## src/rtl/spi_slave_rx.sv

```systemverilog
`timescale 1ns/1ps
`default_nettype none
// ============================================================================
// Module   : spi_slave_rx
// Brief    : SPI mode-0 slave receiver; oversampled sck/cs/mosi, MSB-first
//            deserialiser with a one-deep valid/ack holding register.
// Revision : 1.0 - initial release
// ============================================================================
module spi_slave_rx #(
  parameter int DATA_W      = 8,
  parameter int SYNC_STAGES = 2
) (
  input  logic              clk_50m,
  input  logic              rst_n,
  input  logic              sck,
  input  logic              cs,
  input  logic              mosi,
  output logic [DATA_W-1:0] rx_data,
  output logic              rx_valid,
  input  logic              rx_ack,
  output logic              busy,
  output logic              overrun,
  output logic              frame_err
);

  localparam int CNT_W = (DATA_W > 1) ? $clog2(DATA_W) : 1;
  localparam logic [CNT_W-1:0] C_LAST_BIT = CNT_W'(DATA_W - 1);
  localparam logic [CNT_W-1:0] C_CNT_ZERO = '0;

  typedef enum logic [0:0] {
    IDLE  = 1'b0,
    SHIFT = 1'b1
  } state_t;

  logic [SYNC_STAGES-1:0] r_sck_sync;
  logic [SYNC_STAGES-1:0] r_cs_sync;
  logic [SYNC_STAGES-1:0] r_mosi_sync;
  logic                   r_sck_d;
  logic                   r_cs_d;

  state_t                 r_state;
  state_t                 w_state_nxt;
  // Only the DATA_W-1 earlier bits are stored; the final bit comes straight
  // from the synchroniser when the frame completes.
  logic [DATA_W-2:0]      r_shifter;
  logic [DATA_W-2:0]      w_shifter_nxt;
  logic [CNT_W-1:0]       r_bit_cnt;
  logic [CNT_W-1:0]       w_bit_cnt_nxt;

  logic                   w_sck_s;
  logic                   w_cs_s;
  logic                   w_mosi_s;
  logic                   w_sck_rise;
  logic                   w_cs_rise;
  logic                   w_cs_fall;
  logic [DATA_W-1:0]      w_byte;
  logic                   w_frame_done;
  logic                   w_frame_err;
  logic                   w_load;
  logic                   w_overrun;

  always_ff @(posedge clk_50m or negedge rst_n) begin
    if (!rst_n) begin
      r_sck_sync  <= '0;
      r_cs_sync   <= '1;
      r_mosi_sync <= '0;
      r_sck_d     <= 1'b0;
      r_cs_d      <= 1'b1;
    end else begin
      r_sck_sync  <= {r_sck_sync[SYNC_STAGES-2:0], sck};
      r_cs_sync   <= {r_cs_sync[SYNC_STAGES-2:0], cs};
      r_mosi_sync <= {r_mosi_sync[SYNC_STAGES-2:0], mosi};
      r_sck_d     <= w_sck_s;
      r_cs_d      <= w_cs_s;
    end
  end

  assign w_sck_s    = r_sck_sync[SYNC_STAGES-1];
  assign w_cs_s     = r_cs_sync[SYNC_STAGES-1];
  assign w_mosi_s   = r_mosi_sync[SYNC_STAGES-1];
  assign w_sck_rise = w_sck_s & ~r_sck_d;
  assign w_cs_rise  = w_cs_s & ~r_cs_d;
  assign w_cs_fall  = ~w_cs_s & r_cs_d;
  assign w_byte     = {r_shifter, w_mosi_s};

  always_ff @(posedge clk_50m or negedge rst_n) begin
    if (!rst_n) begin
      r_state   <= IDLE;
      r_shifter <= '0;
      r_bit_cnt <= '0;
    end else begin
      r_state   <= w_state_nxt;
      r_shifter <= w_shifter_nxt;
      r_bit_cnt <= w_bit_cnt_nxt;
    end
  end

  always_comb begin
    w_state_nxt   = r_state;
    w_shifter_nxt = r_shifter;
    w_bit_cnt_nxt = r_bit_cnt;
    w_frame_done  = 1'b0;
    w_frame_err   = 1'b0;
    case (r_state)
      IDLE: begin
        if (w_cs_fall) begin
          w_state_nxt   = SHIFT;
          w_shifter_nxt = '0;
          w_bit_cnt_nxt = '0;
        end
      end
      SHIFT: begin
        if (w_sck_rise) begin
          w_shifter_nxt = w_byte[DATA_W-2:0];
          if (r_bit_cnt == C_LAST_BIT) begin
            w_frame_done  = 1'b1;
            w_bit_cnt_nxt = '0;
          end else begin
            w_bit_cnt_nxt = r_bit_cnt + 1'b1;
          end
        end
        // A completion in the same cycle has already cleared the count,
        // so only a genuinely partial frame raises the error.
        if (w_cs_rise) begin
          w_state_nxt   = IDLE;
          w_frame_err   = (w_bit_cnt_nxt != C_CNT_ZERO);
          w_bit_cnt_nxt = '0;
        end
      end
      default: begin
        w_state_nxt   = IDLE;
        w_bit_cnt_nxt = '0;
      end
    endcase
  end

  assign w_load    = w_frame_done & (~rx_valid | rx_ack);
  assign w_overrun = w_frame_done & rx_valid & ~rx_ack;

  always_ff @(posedge clk_50m or negedge rst_n) begin
    if (!rst_n) begin
      rx_data   <= '0;
      rx_valid  <= 1'b0;
      overrun   <= 1'b0;
      frame_err <= 1'b0;
    end else begin
      overrun   <= w_overrun;
      frame_err <= w_frame_err;
      if (w_load) begin
        rx_data  <= w_byte;
        rx_valid <= 1'b1;
      end else if (rx_ack) begin
        rx_valid <= 1'b0;
      end
    end
  end

  assign busy = (r_state == SHIFT);

endmodule
`default_nettype wire
```

## config.mk

```make
export PLATFORM = sky130hd
export DESIGN_NAME = spi_slave_rx
export DESIGN_NICKNAME = d
export VERILOG_FILES = /design/src/rtl/spi_slave_rx.sv
export SDC_FILE = /design/constraint.sdc
export NUM_CORES = 1
export LEC_CHECK = 0
export ABC_AREA = 1
export ABC_CLOCK_PERIOD_IN_PS = 2800
export BUFFER_PORTS_ARGS = -buffer_cell sky130_fd_sc_hd__buf_2
export CAP_MARGIN = 10
export CORE_UTILIZATION = 58
export DETAILED_ROUTE_END_ITERATION = 16
export PLACE_DENSITY = 0.81
export SYNTH_ARGS = -nofsm -noshare
export SYNTH_HDL_FRONTEND = slang
export SYNTH_SLANG_ARGS = --single-unit
```

## constraint.sdc

```tcl
create_clock -name clk_50m -period 2.8 [get_ports clk_50m]
set_clock_uncertainty 0.15 [all_clocks]
set_input_delay 0.56 -clock clk_50m [delete_from_list [all_inputs] [get_ports clk_50m]]
set_output_delay 0.56 -clock clk_50m [all_outputs]
set_load 0.01 [all_outputs]
```

Word-level counts from Yosys, hierarchy flattened
Index checks and enable logic that the tools add are counted.
{"block": "word_totals", "regBits": 30, "mem_bits_ro": 0, "elab_cells": 51, "ramBits": 0, "latch_bits": 0, "mem_count": 0, "in_bits": 6}
{"block": "op_classes", "div_mod_pow": 0, "shifts": 0, "n_mul": 0, "n_lt_le_gt_ge": 0, "n_mux": 19, "add_sub_neg": 1, "n_reduce_logical": 3, "bitwise": 13, "eq_ne": 3}
{"operator": "$mux 3", "n": 5}
{"operator": "$mux 7", "n": 2}
{"operator": "$pmux 7 s2", "n": 1}
{"operator": "$mux 1", "n": 9}
{"operator": "$and 1x1->1", "n": 6}
{"operator": "$not 1->1", "n": 6}
{"operator": "$pmux 3 s2", "n": 1}
{"operator": "$add 3x1->3 const B", "n": 1}
{"operator": "$eq 3x3->1 const B", "n": 1}
{"operator": "$reduce_bool 3->1", "n": 1}
{"operator": "$ne 2x1->1 const B", "n": 1}
{"operator": "$ne 2x2->1 const B", "n": 1}
{"operator": "$pmux 1 s2", "n": 1}
{"operator": "$reduce_and 2->1", "n": 1}
{"operator": "$reduce_bool 2->1", "n": 1}
{"operator": "$or 1x1->1", "n": 1}

Depth between registers and ports, before layout
{"block": "depth", "depth_word": 7, "depth_mapped": 9}

Least setup slack after synthesis
No wires, ideal clock.
{"block": "synth_timing", "path_type": "reg-to-reg", "startpoint": "register r_bit_cnt[0]", "endpoint": "register frame_err", "setup_time_ns": 0.113, "synth_period_minus_slack_ns": 1.402, "stages_incl_launch_ff": 9, "required_time_ns": 2.537, "arrival_ns": 1.139, "slack_ns": 1.398, "cell_sequence": "dfrtp_1 ha_1 ha_1 inv_1 nand3_1 nand2_1 nand3_1 nand2_1 inv_1"}
{"block": "synth_between", "elab_chain_cells": 7}
{"item": "from (decl)", "line": "47", "text": "logic [CNT_W-1:0] r_bit_cnt;"}
{"item": "from (signal assigned)", "line": "94", "text": "r_bit_cnt <= w_bit_cnt_nxt;"}
{"item": "$add 3x1->3 / $eq 3x3->1 (equally long branches)", "line": "119, 115"}
{"item": "$mux 3", "line": "115", "text": "if (r_bit_cnt == C_LAST_BIT) begin"}
{"item": "$mux 3 *", "line": "113", "text": "if (w_sck_rise) begin"}
{"item": "$mux 3 *", "line": "104", "text": "case (r_state)"}
{"item": "$reduce_bool 3->1 *", "line": "126", "text": "w_frame_err = (w_bit_cnt_nxt != C_CNT_ZERO);"}
{"item": "$mux 1 *", "line": "124", "text": "if (w_cs_rise) begin"}
{"item": "$mux 1 *", "line": "104"}
{"item": "net w_frame_err", "line": "58", "text": "logic w_frame_err;"}
{"item": "to (signal assigned)", "line": "148", "text": "frame_err <= w_frame_err;"}
{"item": "to (decl)", "line": "23", "text": "output logic frame_err"}
Mark *: on every way through the listed nets, which the timed path passes. The rest lies on a longest branch. The select of a mux whose other input is x is not followed.
A chain may end at the register's enable or synchronous reset.

Worst setup path after layout
{"block": "layout_timing", "startpoint": "register r_state (netlist: busy)", "endpoint": "output busy"}
{"item": "from (decl)", "line": "41", "text": "state_t r_state;"}
{"item": "from (signal assigned)", "line": "92", "text": "r_state <= w_state_nxt;"}
{"item": "to (decl)", "line": "21", "text": "output logic busy,"}
No word-level cell between the ends.

==> results_dict.tcl <==
set metrics [dict create \
    hold_buffers 0 \
    cts.root.buffer_cell "clkbuf_4" \
    ctsLongestPathBuffers 2 \
    path_buf_inv 1 \
    gp_congestion 0.8215 \
    place_hpwl_um 1329 \
    syn_to_final_growth_pct 19.68 \
    drc_errors 0 \
    hold_class "in2async" \
    final_cell_mix "nand2_1, dfrtp_1, inv_1, buf_2, o22ai_1" \
    num_vias 834 \
    power.total_mw 1.032 \
    dieHeight_um 46.67 \
    cts_setup_buffers 0 \
    netlist_instances 116 \
    yosys.cell_types.count 15 \
    utilization_pct 76.88 \
    post-place-ws_ps 1289 \
    cpMaxStageDelayCell "dfrtp_1" \
    setup_tns_ps 0 \
    tightest_slew_ps 616.6 \
    avgSynthCellArea_sq_um 9.977 \
    peakVddDrop_mv 0.4951 \
    cts_sinks 30 \
    htree_levels 2 \
    cts_buffers 5 \
    post_dp_cell_area_sq_um 1274 \
    setup_viol 0 \
    routedWlPerCell_um 11.61 \
    grt_max_degree 31 \
    final.fill_count 125 \
    critPathMaxFanout 7 \
    drv_cap 0 \
    fin_area_sq_um 1385 \
    cpPeakStageDelay_ps 510 \
    drive_gt1_share_pct 24.82 \
    final_common_cell "nand2_1" \
    multi_input_area_sq_um 331.6 \
    netlist_area_sq_um 1157 \
    drt-initial-drc-count 20 \
    yosys.area.top_type "dfrtp_1" \
    finalWorstSetupSlack_ps 1069 \
    max_freq_mhz 577.6 \
    final.min_clock_period_ps 1731 \
    arrival_ps 1020 \
    required_ps 2090 \
    placedCellCount 158 \
    pin_count 18 \
    holdWs_ps 90.05 \
    worstPathCellList "buf_2" \
    grt_pass1_vias 775 \
    leakage_nw 0.7751 \
    syn_nets 124 \
    antenna_found_initial 0 \
    dr.pass1.iters 4 \
    endpoint_kind "output port" \
    synthTopCellsByArea "dfrtp_1, nand2_1, dfstp_2" \
    wl_um 1928 \
    yosysSeqAreaShare_pct 65.19 \
    grt_setup_unrepaired "no" \
    cts_resized 0 \
    regArea_sq_um 754.5 \
    synth_top_area_share_pct 58.38 \
    die-width_um 46.67 \
    path_delay_family "flip-flops" \
    port_buffers 17 \
    die_area_sq_um 2178 \
    rows 15 \
    start_util_pct 64.24 \
    clk_latency_ps 320 \
    slew-limit-headroom_pct 58.90 \
    clk_pin_slew_worst_paths_ps 100 \
    diodes 0 \
    final_nets 148 \
    ys_ff_latch 30 \
    startpoint_type "register" \
    grt_pass1_wl_um 3318 \
    grt-ovfl-total 0 \
    core_sq_um 1802 \
    hold_viol 0 \
    path_class "reg2out" \
    final_cells 166 \
    via_per_inst 5.024 \
    cts_tree "done" \
    fin_crit_sh_pct 61.83 \
    grt_usage_pct 22.98 \
    outcome "finished clean" \
    ant_nets 0 \
    power_density_nw_per_um2 745.1 \
    yosys_warnings 0 \
    report.final.slew_viol_count 0 \
]
==> cells in the mapped netlist <==
cell,n
nor2_4,2
inv_2,2
nand4_2,1
nand2_1,40
nand2_2,1
o21ai_0,2
o21ai_1,1
dfrtp_1,27
nor2_1,4
nand3_2,1
ha_1,2
inv_1,17
o22ai_1,8
dfstp_2,3
nand3_1,5
==> worst reg2reg max path, stage by stage (launching register included) <==
cell     delay [ps]
dfrtp_1         420
ha_1            210
ha_1            270
inv_1            50
nand3_1          60
nand2_1          90
nand3_1          90
nand2_1          70
inv_1            40
==> metal layers <==
metal	GRT usage (%)	up-vias	wire, um
li1	-	411	-
met1	27.27	390	837
met2	36.39	29	959
met3	8.627	4	104
met4	11.43	0	27
met5	0	-	0
==> power breakdown <==
group | total, mW | switching (mW) | internal (mW) | leakage (nW)
clock network | 0.445 | 0.143 | 0.303 | 0.0585
logic | 0.100 | 0.0647 | 0.0353 | 0.325
registers | 0.487 | 0.0232 | 0.464 | 0.392
==> sequential cells by signal, indices dropped and copies added (netlist names) <==
signal and count:
r_cs_d 1, overrun 1, frame_err 1, r_bit_cnt 3, rx_data 8, rx_valid 1
r_sck_d 1, busy 1, r_sck_sync 2, r_shifter 7, r_cs_sync 2, r_mosi_sync 2
==> path summary, 6_finish.rpt <==
check	startpoint	endpoint	slack, ps	depth (start not counted)
min	rst_n	r_bit_cnt[2]	90	1
max reg2reg	r_bit_cnt[0]	frame_err	1250	8
min in group clk_50m	cs	r_cs_sync[0]	190	1
max	busy	busy	1070	1
max in group asynchronous	rst_n	rx_data[1]	2000	1
min reg2reg	r_mosi_sync[0]	r_mosi_sync[1]	200	0
==> area by class of cell <==
cell class	count	area share [%]
sequential	30	54.47
clock buffer	6	3.704
inverter	19	5.149
clock inverter	2	4.336
timing repair buffer	17	6.143
tap	25	2.258
multi-input combinational	67	23.94
==> cells by family after synthesis <==
family | after synthesis | synth area share [%]
AND/OR/NAND/NOR | 54 | 20.86
buffers and inverters | 19 | 6.162
flip-flops | 30 | 65.19
AO/OA/AOI/OAI | 11 | 5.621
adder cells (fa/ha/maj) | 2 | 2.162
No activity file was read; power rests on OpenSTA's default activity.
